==> config.mk <==
export PLATFORM = sky130hd
export DESIGN_NAME = vga_tile_scanner
export DESIGN_NICKNAME = d
export VERILOG_FILES = /design/src/rtl/vga_tile_scanner.sv
export SDC_FILE = /design/constraint.sdc
export NUM_CORES = 1
export LEC_CHECK = 0
export CAP_MARGIN = 5
export CORE_ASPECT_RATIO = 2
export CORE_UTILIZATION = 30
export DETAILED_ROUTE_END_ITERATION = 16
export MAX_ROUTING_LAYER = met4
export PLACE_DENSITY_LB_ADDON = 0.2
export SYNTH_ARGS = -nofsm -noshare
export SYNTH_HDL_FRONTEND = slang
export SYNTH_SLANG_ARGS = --single-unit
==> constraint.sdc <==
create_clock -name CLOCK_50 -period 2.63 [get_ports CLOCK_50]
set_input_delay 0.3945 -clock CLOCK_50 [delete_from_list [all_inputs] [get_ports CLOCK_50]]
set_output_delay 0.3945 -clock CLOCK_50 [all_outputs]
set_load 0.01 [all_outputs]
==> src/rtl/vga_tile_scanner.sv <==
// vga_tile_scanner: VGA timing generator and tile fetcher.
//
// Generates VGA timing from CLOCK_50 with an internal divide-by-two pixel enable.
// Each screen tile is one byte of video RAM. Colour, sync and blank leave the
// block aligned to each other, two pixel enables after the scan counters.
// Two display pages are supported, and the page changes only at the frame wrap.
//
// Ports:
//   CLOCK_50     in   system clock
//   reset        in   asynchronous, active-high reset
//   vdata        in   tile byte from RAM: [5:4]=R, [3:2]=G, [1:0]=B
//   page_sel     in   requested display page, taken at the frame wrap
//   border       in   colour outside the tile grid, same format as vdata[5:0]
//   vaddr        out  tile address to RAM
//   VGA_R/G/B    out  colour channels; each 2-bit value sits in the top bits
//   VGA_HS/VS    out  sync outputs, polarity set by SYNC_NEG
//   VGA_BLANK_N  out  low outside the active area
//   pix_ce       out  pixel enable, also usable as VGA_CLK
//   frame_start  out  one-CLOCK_50 pulse following the frame wrap
//   vblank       out  high while the line counter is at or past V_ACTIVE
//   page_active  out  page currently being displayed

module vga_tile_scanner #(
   parameter int unsigned H_ACTIVE  = 640,
   parameter int unsigned H_FP      = 16,
   parameter int unsigned H_SYNC    = 96,
   parameter int unsigned H_BP      = 48,
   parameter int unsigned V_ACTIVE  = 480,
   parameter int unsigned V_FP      = 10,
   parameter int unsigned V_SYNC    = 2,
   parameter int unsigned V_BP      = 33,
   parameter int unsigned SYNC_NEG  = 1,
   parameter int unsigned TILE_LOG2 = 6,
   parameter int unsigned GRID_COLS = 10,
   parameter int unsigned GRID_ROWS = 8,
   parameter int unsigned ADDR_W    = 8,
   parameter int unsigned BASE      = 128,
   parameter int unsigned PAGE_SIZE = 80,
   parameter int unsigned VGA_BITS  = 8
) (
   input  logic                CLOCK_50,
   input  logic                reset,
   input  logic [7:0]          vdata,
   input  logic                page_sel,
   input  logic [5:0]          border,
   output logic [ADDR_W-1:0]   vaddr,
   output logic [VGA_BITS-1:0] VGA_R,
   output logic [VGA_BITS-1:0] VGA_G,
   output logic [VGA_BITS-1:0] VGA_B,
   output logic                VGA_HS,
   output logic                VGA_VS,
   output logic                VGA_BLANK_N,
   output logic                pix_ce,
   output logic                frame_start,
   output logic                vblank,
   output logic                page_active
);

   localparam int unsigned HTot   = H_ACTIVE + H_FP + H_SYNC + H_BP;
   localparam int unsigned VTot   = V_ACTIVE + V_FP + V_SYNC + V_BP;
   localparam int unsigned HCntW  = $clog2(HTot);
   localparam int unsigned VCntW  = $clog2(VTot);
   localparam int unsigned HsOn   = H_ACTIVE + H_FP;
   localparam int unsigned HsOff  = H_ACTIVE + H_FP + H_SYNC;
   localparam int unsigned VsOn   = V_ACTIVE + V_FP;
   localparam int unsigned VsOff  = V_ACTIVE + V_FP + V_SYNC;
   localparam logic        SyncPol = (SYNC_NEG != 0);

   // Places a 2-bit channel in the top bits of a VGA_BITS-wide output.
   function automatic logic [VGA_BITS-1:0] expand_chan(input logic [1:0] c);
      logic [VGA_BITS-1:0] v;
      v = '0;
      v[VGA_BITS-1 -: 2] = c;
      return v;
   endfunction

   // ---------------------------------------------------------------------
   // State
   // ---------------------------------------------------------------------
   logic                pix_ce_q;
   logic [HCntW-1:0]    hx_q, hx_d;
   logic [VCntW-1:0]    vy_q, vy_d;
   logic                page_q, page_d;
   logic                frame_start_q, frame_start_d;
   logic                vblank_q, vblank_d;

   // Stage 1: address plus delayed position flags.
   logic [ADDR_W-1:0]   vaddr_q, vaddr_d;
   logic                s1_active_q, s1_active_d;
   logic                s1_in_grid_q, s1_in_grid_d;
   logic                s1_hs_q, s1_hs_d;
   logic                s1_vs_q, s1_vs_d;

   // Stage 2: output registers.
   logic [VGA_BITS-1:0] r_q, r_d;
   logic [VGA_BITS-1:0] g_q, g_d;
   logic [VGA_BITS-1:0] b_q, b_d;
   logic                hs_q, hs_d;
   logic                vs_q, vs_d;
   logic                blank_n_q, blank_n_d;

   // ---------------------------------------------------------------------
   // Stage 0: decode the scan position
   // ---------------------------------------------------------------------
   logic             hx_last, vy_last, frame_wrap;
   logic [HCntW-1:0] col;
   logic [VCntW-1:0] row;
   logic             in_grid, active, hs_raw, vs_raw;
   logic [31:0]      addr_sum;

   always_comb begin
      hx_last    = (32'(hx_q) == HTot - 1);
      vy_last    = (32'(vy_q) == VTot - 1);
      frame_wrap = pix_ce_q && hx_last && vy_last;

      col     = hx_q >> TILE_LOG2;
      row     = vy_q >> TILE_LOG2;
      in_grid = (32'(col) < GRID_COLS) && (32'(row) < GRID_ROWS);
      active  = (32'(hx_q) < H_ACTIVE) && (32'(vy_q) < V_ACTIVE);
      hs_raw  = (32'(hx_q) >= HsOn) && (32'(hx_q) < HsOff);
      vs_raw  = (32'(vy_q) >= VsOn) && (32'(vy_q) < VsOff);

      // Full-width sum; the low ADDR_W bits give the modular wrap.
      addr_sum = BASE + (page_q ? PAGE_SIZE : 32'd0)
               + 32'(row) * GRID_COLS + 32'(col);
   end

   // ---------------------------------------------------------------------
   // Next-state logic; only applied on pixel-enable cycles
   // ---------------------------------------------------------------------
   logic [5:0] colour;

   always_comb begin
      hx_d   = hx_last ? '0 : hx_q + HCntW'(1);
      vy_d   = vy_q;
      if (hx_last) begin
         vy_d = vy_last ? '0 : vy_q + VCntW'(1);
      end

      // The page only changes on the wrap into (0,0), so a frame never mixes pages.
      page_d = (hx_last && vy_last) ? page_sel : page_q;

      frame_start_d = frame_wrap;
      vblank_d      = (32'(vy_q) >= V_ACTIVE);

      vaddr_d      = in_grid ? addr_sum[ADDR_W-1:0] : vaddr_q;
      s1_active_d  = active;
      s1_in_grid_d = in_grid;
      s1_hs_d      = hs_raw;
      s1_vs_d      = vs_raw;

      // vdata here answers the vaddr set one pixel enable earlier, which
      // covers RAM read latency of zero or one CLOCK_50 cycle.
      colour = 6'd0;
      if (s1_active_q) begin
         colour = s1_in_grid_q ? vdata[5:0] : border;
      end
      r_d       = expand_chan(colour[5:4]);
      g_d       = expand_chan(colour[3:2]);
      b_d       = expand_chan(colour[1:0]);
      blank_n_d = s1_active_q;
      hs_d      = s1_hs_q ^ SyncPol;
      vs_d      = s1_vs_q ^ SyncPol;
   end

   // ---------------------------------------------------------------------
   // Registers
   // ---------------------------------------------------------------------
   always_ff @(posedge CLOCK_50 or posedge reset) begin
      if (reset) begin
         pix_ce_q      <= 1'b0;
         frame_start_q <= 1'b0;
         hx_q          <= '0;
         vy_q          <= '0;
         page_q        <= 1'b0;
         vblank_q      <= 1'b0;
         vaddr_q       <= ADDR_W'(BASE);
         s1_active_q   <= 1'b0;
         s1_in_grid_q  <= 1'b0;
         s1_hs_q       <= 1'b0;
         s1_vs_q       <= 1'b0;
         r_q           <= '0;
         g_q           <= '0;
         b_q           <= '0;
         hs_q          <= SyncPol;
         vs_q          <= SyncPol;
         blank_n_q     <= 1'b0;
      end else begin
         pix_ce_q      <= ~pix_ce_q;
         // Updated every CLOCK_50 cycle so the pulse lasts exactly one cycle.
         frame_start_q <= frame_start_d;
         if (pix_ce_q) begin
            hx_q         <= hx_d;
            vy_q         <= vy_d;
            page_q       <= page_d;
            vblank_q     <= vblank_d;
            vaddr_q      <= vaddr_d;
            s1_active_q  <= s1_active_d;
            s1_in_grid_q <= s1_in_grid_d;
            s1_hs_q      <= s1_hs_d;
            s1_vs_q      <= s1_vs_d;
            r_q          <= r_d;
            g_q          <= g_d;
            b_q          <= b_d;
            hs_q         <= hs_d;
            vs_q         <= vs_d;
            blank_n_q    <= blank_n_d;
         end
      end
   end

   // ---------------------------------------------------------------------
   // Outputs
   // ---------------------------------------------------------------------
   assign vaddr       = vaddr_q;
   assign VGA_R       = r_q;
   assign VGA_G       = g_q;
   assign VGA_B       = b_q;
   assign VGA_HS      = hs_q;
   assign VGA_VS      = vs_q;
   assign VGA_BLANK_N = blank_n_q;
   assign pix_ce      = pix_ce_q;
   assign frame_start = frame_start_q;
   assign vblank      = vblank_q;
   assign page_active = page_q;

   // vdata[7:6] carry no colour, and the address wraps past ADDR_W bits.
   logic unused_bits;
   assign unused_bits = ^{vdata[7:6], addr_sum[31:ADDR_W]};

endmodule

; ---- Yosys cells after proc, flatten, opt, wreduce, memory -nomap -nowiden
; Cells that the tools add are included.
[word_totals]
regBits = 45
inputBits = 17
wordCells = 52
[classes]
addsub = 5
n_mul = 1
magnitude_cmp = 9
eq_ne = 2
mux = 5
bitwise = 3
reduce_logical = 10
[ops]
columns = operator, n
row1 = "adder 10 x 1 -> 10 bit, second input constant", 2
row2 = "== test 10 bit, second input constant", 2
row3 = ">= comparator 10 x 9 -> 1 bit, second input constant", 2
row4 = "less-than comparator 10 bit, second input constant", 2
row5 = "less-than comparator 10 x 9 -> 1 bit, second input constant", 2
row6 = 2-to-1 mux 10 bit, 2
row7 = 2-to-1 mux 6 bit, 2
row8 = ">= comparator 10 bit, second input constant", 1
row9 = adder 8 x 4 -> 8 bit, 1
row10 = "adder 8 x 7 -> 8 bit, first input constant", 1
row11 = adder 8 bit, 1
row12 = "less-than comparator 4 bit, second input constant", 2
row13 = logical AND 1 bit, 7
row14 = "multiplier 4 x 3 -> 7 bit, second input constant", 1
row15 = 2-to-1 mux 7 bit, 1
row16 = AND reduction 2 bit, 3
row17 = NOT 1 bit, 3

; ---- Logic depth before layout (Yosys ltp)
; Gate-level depths: netlist of the first run.
[logic_depth]
ltp_word = 4
ltp_mapped = 8

; ---- Worst setup path before layout of the first run
; No wires, ideal clock.
[synth_timing]
path_kind = register to register
from = register vy_q[7]
to = register vaddr_q[6], in the netlist vaddr[6]
arrival_time_ps = 2081
setup_slack_ps = 417
path_stages_with_launch = 8
n_path_buf = 0
period_less_slack_ps = 2213
cell_sequence = dfrtp_1 > ha_1 > ha_1 > fa_1 > and3_1 > a221o_1 > xnor2_1 > o21ai_0
[synth_via]
elab_chain_len = 3
elab_cells_between_ends = 6
[synth_rtl]
columns = item, line_no
row1 = "start, declared", 82  ; logic [VCntW-1:0] vy_q, vy_d;
row2 = "start signal, assigned", 194  ; vy_q <= vy_d;
row3 = multiplier 4 x 3 -> 7 bit / less-than comparator 4 bit (equally long branches), "125, 118"
row4 = adder 8 bit / logical AND 1 bit (equally long branches), "125, 118"
row5 = adder 8 x 4 -> 8 bit / AND reduction 2 bit (equally long branches), -
row6 = "end signal, assigned", 177  ; vaddr_q <= ADDR_W'(BASE);
row7 = "end signal, assigned", 197  ; vaddr_q <= vaddr_d;
row8 = "end, declared", 88  ; logic [ADDR_W-1:0] vaddr_q, vaddr_d;
; Parallel ways exist; a longest one is shown, timed or not.
; A chain may end at the register's enable or synchronous reset.

; ---- Final worst setup path of the first run
; Same ends and word-level chain as after synthesis.

==> flow_metrics.py, run 1 <==
metrics = {
    "die": {
        "io-pin-count": 56,
        "placementRows": 46,
        "die-area_um2": 8660,
        "die_boundary_width_um": 66.3,
        "start_util_pct": 31.2,
        "placeableCoreArea_um2": 7940,
        "die_height_um": 131,
    },
    "synthesis": {
        "postSynthCellCount": 238,
        "synth_top_area_cell": "dfrtp_1",
        "postSynthRegisterBits": 45,
        "syn-cell-area_um2": 2480,
        "ys_async_rst_share_pct": 100,
        "post_synthesis_cell_type_count": 45,
        "synth_edf_count": 0,
        "post_synth.cell_area_avg_um2": 10.4,
        "synth.most_common_cell": "dfrtp_1",
        "synth_top_cells_by_area": "dfrtp_1, ha_1, buf_4",
        "synth.yosys.seq_area_share_pct": 45.5,
        "yosys-top-cells-count": "dfrtp_1, nand2_1, buf_4",
        "yosys_most_used_dff": "dfrtp_1",
        "yosys_warnings": 0,
        "fraction_of_post_synthesis_cell_area_in_the_top_cell_type_by_area_pct": 42.4,
    },
    "global_routing": {
        "use_met3_pct": 3.13,
        "grt_antenna_before_repair": 0,
        "number_of_global_route_vias_before_repair": 1759,
        "grt_use_met1_pct": 13.6,
        "grt_max_degree": 46,
        "globalRouteMet2Util_pct": 27.1,
        "first_pass_grt_wire_length_um": 8840,
        "busiest_layer": "met2",
        "remaining_overflow_grt": 0,
        "grt_usage_pct": 14.6,
    },
    "route": {
        "vias": 1831,
        "detailedRoute.firstPassIterationCount": 4,
        "drt_iter0_markers": 56,
        "ant_nets": 0,
        "drc": 0,
        "post_drt_wl_per_cell_um": 14.7,
        "route.final.wire_length_um": 5470,
        "via_per_inst": 4.91,
    },
    "status": {
        "status": "complete, no violations",
    },
    "sta": {
        "min_period_over_period_pct": 90.2,
        "final_max_slew_viol_count": 0,
        "tightest_slew_ps": 577,
        "hold_viol": 0,
        "setup_slack_ps": 257,
        "worst_clock_skew_ps": 6.63,
        "fmax_ghz": 0.421,
        "maxSlewHeadroom_pct": 61.5,
        "fin_hold_ws_ps": 441,
        "rsz_0062_raised_after_global_routing": "no",
        "final.setup.tns_ps": 0,
        "period_minus_slack_ps": 2370,
        "setup_viol": 0,
    },
    "setup_path": {
        "worst_setup_path_end_kind": "register",
        "critPathLaunchType": "register",
        "critical-path-max-stage-delay_ps": 530,
        "criticalPathCategory": "reg2reg",
        "cp_arrival_ps": 2590,
        "critical_path_cell_sequence": "ha_1 -> ha_1 -> fa_1 -> and3_1 -> a221o_1 -> xnor2_1 -> o21ai_0",
        "critical_path.reg2reg.endpoint": "vaddr[6]",
        "crit_path_max_fo": 7,
        "worst_endpoint_required_time_ps": 2850,
        "rr_worst_depth": 7,
        "crit_slowest_cell": "fa_1",
        "critical-path-top-cell-by-count": "ha_1",
        "worst_r2r_startpoint": "vy_q[7]",
        "reg2reg_slack_ps": 260,
    },
    "power_and_ir_drop": {
        "p_switching_mw": 0.319,
        "clock_power_share_pct": 52.1,
        "switching_share_pct": 20.0,
        "peakVddDrop_mv": 0.373,
        "power.sequential.fraction_pct": 43.9,
        "comb_power_share_pct": 4.0,
        "total_leakage_power_nw": 1.44,
        "power_report.internal_total_mw": 1.27,
        "power_density_nw_per_um2": 518,
    },
    "placed_design": {
        "place.gp.congestion": 0.790,
        "dp.final_hpwl_um": 4090,
        "port-buffer-count": 35,
        "pre_cts_ws_ps": 298,
        "placed_area_um2": 2880,
    },
    "finish": {
        "fin_nets": 308,
        "final.fill_count": 805,
        "n_antenna_cell": 0,
        "postLayoutCellArea_um2": 3080,
        "syn2layout_area_growth_pct": 24.0,
        "drive_gt1_share_pct": 8.30,
    },
    "clock_tree": {
        "cts-root-to-sink-buffers": 2,
        "cts-resized-gates": 0,
        "holdBufCountCts": 0,
        "cts_root_buf": "clkbuf_16",
        "cts.repair_timing.setup_buffer_count": 0,
        "insertion_delay_ps": 300,
        "clock-sinks": 45,
        "numCtsBuffers": 5,
        "cts_tree": "built",
        "clk_pin_slew_ps": 70,
        "clock_tree.htree_level_count": 2,
    },
    "worst_hold_path": {
        "holdPathStages": 1,
        "whs_endpoint": "VGA_HS",
        "hold_path_class": "reg2reg",
        "hold_path.startpoint": "s1_hs_q",
    },
    "job": {
        "total_of_max_cap_violations": 0,
    },
}
metal layers:
layer	vias up	share of wire, %
li1	878	-
met1	897	36
met2	46	58
met3	10	3.2
met4	0	2.8
met5	-	0
registers in the layout, summed over array words and instances, names as in the netlist, 2 cells and up:
name	cells
hx_q	10
vy_q	10
vaddr	8
VGA_B	2
VGA_G	2
VGA_R	2
worst max-delay path by stage:
stage	startpoint	endpoint	slack, ps
floorplan	vy_q[7]	vaddr[6]	420
global placement	vy_q[7]	vaddr[6]	340
detailed placement	vy_q[7]	vaddr[6]	300
CTS	vy_q[7]	vaddr[6]	260
global route	vy_q[7]	vaddr[6]	150
finish	vy_q[7]	vaddr[6]	260
cell usage in the layout, fill, tap and decap left out, drive strengths merged, types with 3 or more instances in the layout:
master	n
xnor2	11
and4	3
nor2	12
clkbuf	5
mux2i	6
o21ai	15
nand2	20
nand3	6
inv	13
clkdlybuf4s50	35
buf	4
ha	13
xor2	5
or3	3
dfstp	3
nand4	7
conb	18
mux2	5
nor4	4
o2bb2ai	7
a21oi	3
nor3	5
dfrtp	42
and3	6
cells by family after synthesis:
logic type	share of synthesized area, %
AOI/OAI and AO/OA	9.38
xor gates and xnor gates	5.65
adders and majority gates	8.17
buffers and inverters	8.52
DFF	45.5
muxes	4.84
other	0.151
and+or+nand+nor	17.8
stage by stage:
step	cells	utilization (%)	total power, mW
final	373	38.7	1.59
after global placement	365	36.3	0.778
after CTS	373	38.7	1.62
after detailed placement	365	36.3	0.778
after global routing	373	38.7	1.66
after floorplan	255	-	0.761
power groups by stage:
| stage | combinational, mW | sequential [mW] | clock (mW) |
|---|---|---|---|
| finish | 0.0643 | 0.699 | 0.830 |
| global route | 0.0728 | 0.700 | 0.889 |
| CTS | 0.0663 | 0.699 | 0.857 |
| detailed placement | 0.0662 | 0.712 | 0 |
| global placement | 0.0658 | 0.712 | 0 |
| floorplan | 0.0461 | 0.714 | 0 |
critical path, delay by kind of cell (launching register included):
kind | cells | cell delay (ps)
XOR/XNOR | 1 | 120
AND/OR/NAND/NOR | 1 | 180
adder cells (fa/ha/maj) | 3 | 1090
AO/OA/AOI/OAI | 2 | 450
flip-flops | 1 | 460
layout make-up:
class | count | area, µm² | share of cell area, %
clock buffer | 5 | 125 | 4.07
sequential | 45 | 1130 | 36.7
tap | 96 | 120 | 3.90
multi-input combinational | 172 | 1200 | 39.1
inverter | 13 | 48.8 | 1.59
clock inverter | 3 | 68.8 | 2.24
timing repair buffer | 39 | 380 | 12.4
No activity file was read; power rests on OpenSTA's default activity.
==> run 2: changes to the inputs <==
- CORE_UTILIZATION: 30 -> 45
- CTS_CLUSTER_SIZE: unset -> 20
==> flow_metrics.py, run 2 (same netlist as run 1, synthesis figures left out) <==
metrics = {
    "global_routing": {
        "first_pass_grt_wire_length_um": 8000,
        "grt_antenna_before_repair": 0,
        "number_of_global_route_vias_before_repair": 1705,
        "remaining_overflow_grt": 0,
        "grt_max_degree": 26,
        "grt_usage_pct": 19.8,
    },
    "clock_tree": {
        "clk_pin_slew_ps": 80,
        "cts-root-to-sink-buffers": 2,
        "numCtsBuffers": 5,
        "clock-sinks": 45,
        "cts_root_buf": "clkbuf_8",
        "cts-resized-gates": 0,
        "clock_tree.htree_level_count": 2,
        "cts_tree": "built",
        "holdBufCountCts": 0,
        "cts.repair_timing.setup_buffer_count": 0,
        "insertion_delay_ps": 310,
    },
    "setup_path": {
        "worst_r2r_startpoint": "vy_q[7]",
        "reg2reg_slack_ps": 250,
        "crit_path_max_fo": 7,
        "critical-path-max-stage-delay_ps": 520,
        "critical_path.reg2reg.endpoint": "vaddr[6]",
        "crit_slowest_cell": "fa_1",
        "critPathLaunchType": "register",
        "critical_path_cell_sequence": "ha_1 -> ha_1 -> fa_1 -> and3_1 -> a221o_1 -> xnor2_1 -> o21ai_0",
        "worst_endpoint_required_time_ps": 2820,
        "worst_setup_path_end_kind": "register",
        "rr_worst_depth": 7,
        "timing.critical_path.to": "vaddr[6]",
        "cp_arrival_ps": 2570,
        "critical-path-top-cell-by-count": "ha_1",
        "criticalPathCategory": "reg2reg",
        "worstSetupStartpoint": "vy_q[7]",
    },
    "power_and_ir_drop": {
        "power_density_nw_per_um2": 411,
        "total_leakage_power_nw": 1.40,
        "post-layout-total-power_mw": 1.21,
        "peakVddDrop_mv": 0.328,
    },
    "sta": {
        "final_max_slew_viol_count": 0,
        "rsz_0062_raised_after_global_routing": "no",
        "worst_clock_skew_ps": 5.71,
        "final.setup.tns_ps": 0,
        "period_minus_slack_ps": 2380,
        "hold_viol": 0,
        "setup_slack_ps": 254,
        "fin_hold_ws_ps": 426,
        "min_period_over_period_pct": 90.4,
        "fmax_ghz": 0.421,
        "setup_viol": 0,
    },
    "die": {
        "io-pin-count": 56,
        "placeableCoreArea_um2": 5230,
        "die-area_um2": 5830,
        "die_height_um": 107,
        "placementRows": 37,
        "start_util_pct": 47.4,
        "die_boundary_width_um": 54.5,
    },
    "worst_hold_path": {
        "hold_path_class": "in2async",
    },
    "route": {
        "post_drt_wl_per_cell_um": 14.7,
        "via_per_inst": 5.36,
        "ant_nets": 0,
        "drt_iter0_markers": 16,
        "route.final.wire_length_um": 4940,
        "vias": 1805,
        "detailedRoute.firstPassIterationCount": 4,
        "drc": 0,
    },
    "finish": {
        "final_core_util_pct": 56.2,
        "layout_commonest_cell": "dfrtp_1",
        "syn2layout_area_growth_pct": 18.5,
        "drive_gt1_share_pct": 8.24,
        "n_antenna_cell": 0,
        "fin_nets": 310,
        "top_library_cells_by_usage_in_the_layout_fill_and_taps_aside": "dfrtp_1, clkdlybuf4s50_1, nand2_1",
        "instances_no_fill": 337,
        "postLayoutCellArea_um2": 2940,
    },
    "placed_design": {
        "instance_count_after_placement_with_tap_cells_included": 329,
        "dp.final_hpwl_um": 3690,
        "place.gp.congestion": 0.825,
        "pre_cts_ws_ps": 282,
        "port-buffer-count": 35,
        "placed_area_um2": 2850,
    },
    "job": {
        "total_of_max_cap_violations": 0,
    },
    "status": {
        "status": "complete, no violations",
    },
}
-- run 2: changes by cell type in the layout (fill, tap and decap cells not counted), sizes merged --
cell	change
clkbuf	+3
inv	-1
buf	+2
bufinv	-2
-- run 2: cell type report --
class                   instances  area [µm²]
fillers                       503        2290
inverters                      13        48.8
multi-input cells             172        1200
well taps                      58        72.6
repair buffers                 41         395
flip-flops and latches         45        1130
clock buffers                   8        90.1
-- run 2: where the power goes --
| group | internal [mW] | total (mW) | switching [mW] | leakage, nW |
|---|---|---|---|---|
| Sequential | 0.696 | 0.698 | 0.00236 | 0.574 |
| Clock | 0.214 | 0.444 | 0.229 | 0.0455 |
| Combinational | 0.0311 | 0.0655 | 0.0344 | 0.784 |
| Total | 0.942 | 1.21 | 0.266 | 1.40 |
-- run 2: metal layers --
layer	track usage [%]	part of all wire, %
met5	-	0
met4	9.89	2.5
met3	4.26	3.1
met2	33.4	57
met1	20.3	37
-- run 2: worst min-delay path by stage --
| stage | endpoint | slack [ps] | startpoint | depth (start not counted) |
|---|---|---|---|---|
| 6_report | vaddr[5] | 430 | reset | 3 |
| 5_1_grt | vy_q[4] | 460 | reset | 3 |
| 4_1_cts | vy_q[4] | 430 | reset | 3 |
| 3_5_place_dp | VGA_HS | 450 | s1_hs_q | 1 |
| 3_3_place_gp | VGA_HS | 430 | s1_hs_q | 1 |
| 2_1_floorplan | VGA_HS | 390 | s1_hs_q | 1 |
-- run 2: worst max-delay path: cells and delay by family (launching register included) --
family          cells  cell delay (ps)
compound gates      2              400
flops               1              470
fa+ha+maj           3             1080
simple gates        1              180
xor+xnor            1              130
==> run 3: changes to the inputs <==
- CTS_BUF_LIST: unset -> sky130_fd_sc_hd__clkbuf_2
- CTS_CLUSTER_SIZE: 20 -> 30
- PLACE_DENSITY: unset -> 0.74
- PLACE_DENSITY_LB_ADDON: 0.2 -> unset
==> flow_metrics.py, run 3 (same netlist as run 1, synthesis figures left out) <==
metrics = {
    "clock_tree": {
        "cts_root_buf": "clkbuf_2",
        "clock-sinks": 45,
        "cts.repair_timing.setup_buffer_count": 0,
        "cts-root-to-sink-buffers": 2,
        "clock_tree.htree_level_count": 2,
        "holdBufCountCts": 0,
        "cts_tree": "built",
        "insertion_delay_ps": 420,
        "numCtsBuffers": 5,
        "clk_pin_slew_ps": 220,
        "cts-resized-gates": 0,
    },
    "setup_path": {
        "critPathLaunchType": "register",
        "criticalPathCategory": "reg2reg",
        "worst_endpoint_required_time_ps": 2990,
        "worstSetupStartpoint": "vy_q[7]",
        "crit_path_max_fo": 7,
        "cp_arrival_ps": 2740,
        "worst_r2r_startpoint": "vy_q[7]",
        "worst_setup_path_end_kind": "register",
    },
    "finish": {
        "top_library_cells_by_usage_in_the_layout_fill_and_taps_aside": "dfrtp_1, clkdlybuf4s50_1, nand2_1",
        "postLayoutCellArea_um2": 2880,
        "n_antenna_cell": 0,
        "drive_gt1_share_pct": 7.97,
        "layout_commonest_cell": "dfrtp_1",
        "fin_nets": 307,
        "syn2layout_area_growth_pct": 16.1,
    },
    "sta": {
        "tightest_slew_ps": 873,
        "fin_hold_ws_ps": 309,
        "rsz_0062_raised_after_global_routing": "no",
        "final_max_slew_viol_count": 0,
        "final.setup.tns_ps": 0,
        "fmax_ghz": 0.421,
        "hold_viol": 0,
        "worst_clock_skew_ps": 17.5,
        "period_minus_slack_ps": 2380,
        "min_period_over_period_pct": 90.4,
        "maxSlewHeadroom_pct": 41.4,
        "setup_viol": 0,
    },
    "global_routing": {
        "use_met3_pct": 3.55,
        "first_pass_grt_wire_length_um": 7760,
        "grt_use_met1_pct": 19.9,
        "remaining_overflow_grt": 0,
        "number_of_global_route_vias_before_repair": 1644,
        "grt_antenna_before_repair": 0,
        "grt_max_degree": 24,
        "globalRouteMet2Util_pct": 33.3,
        "grt_usage_pct": 19.2,
        "busiest_layer": "met2",
    },
    "route": {
        "route.final.wire_length_um": 4900,
        "via_per_inst": 5.37,
        "post_drt_wl_per_cell_um": 14.7,
        "detailedRoute.firstPassIterationCount": 4,
        "vias": 1795,
        "drc": 0,
        "drt_iter0_markers": 32,
        "ant_nets": 0,
    },
    "power_and_ir_drop": {
        "post-layout-total-power_mw": 1.06,
        "power_density_nw_per_um2": 369,
        "peakVddDrop_mv": 0.228,
        "total_leakage_power_nw": 1.38,
    },
    "status": {
        "status": "complete, no violations",
    },
    "placed_design": {
        "place.gp.congestion": 0.846,
        "port-buffer-count": 35,
        "placed_area_um2": 2840,
        "dp.final_hpwl_um": 3640,
    },
    "die": {
        "die_boundary_width_um": 54.5,
        "placeableCoreArea_um2": 5230,
        "die_height_um": 107,
        "die-area_um2": 5830,
        "io-pin-count": 56,
        "placementRows": 37,
        "start_util_pct": 47.4,
    },
    "job": {
        "total_of_max_cap_violations": 0,
    },
    "worst_hold_path": {
        "hold_path_class": "in2async",
    },
}
## run 3: cell types whose count changed in the layout (fill, tap and decap cells not counted)
cell,delta
buf_12,+1
buf_4,-4
clkbuf_1,-2
clkbuf_2,+7
clkbuf_8,-6
clkinv_2,+1
## run 3: final timing paths
path | endpoint | slack, ps | depth (start not counted)
worst max-delay path | vaddr[6] | 250 | 7
worst min-delay path | VGA_B[7] | 310 | 2
worst max register to register | vaddr[6] | 250 | 7
worst min register to register | VGA_HS | 440 | 1
max in group asynchronous | vaddr[7] | 1710 | 3
min in group CLOCK_50 | VGA_HS | 440 | 1
## run 3: routing by layer
metal,routed length [µm],vias up
met5,0,-
met4,107,0
met3,144,9
met2,2770,45
met1,1880,872
li1,-,869
## run 3: cell type report
type,instances,area (µm²)
Clock buffer,7,35.0
Clock inverter,1,5.00
Fill cell,491,2350
Inverter,13,48.8
Multi-Input combinational cell,172,1200
Sequential cell,45,1130
Tap cell,58,72.6
Timing Repair Buffer,38,385
## run 3: through the flow
| stage | setup slack [ps] | utilization (%) | cells |
|---|---|---|---|
| after floorplan | 417 | - | 255 |
| after global placement | 325 | 54.3 | 326 |
| after detailed placement | 275 | 54.3 | 326 |
| after CTS | 225 | 55.1 | 334 |
| after global routing | 119 | 55.1 | 334 |
| final | 253 | 55.1 | 334 |
## run 3: critical path: stages (launching register included)
cell and delay, ps:
dfrtp_1 510, ha_1 330, ha_1 210, fa_1 510, and3_1 180, a221o_1 320, xnor2_1 120, o21ai_0 130
## run 3: power breakdown
| group | internal (mW) | switching, mW | total [mW] | leakage [nW] |
|---|---|---|---|---|
| Combinational | 0.0320 | 0.0346 | 0.0667 | 0.774 |
| Clock | 0.0725 | 0.223 | 0.296 | 0.0330 |
| Sequential | 0.698 | 0.00272 | 0.701 | 0.574 |
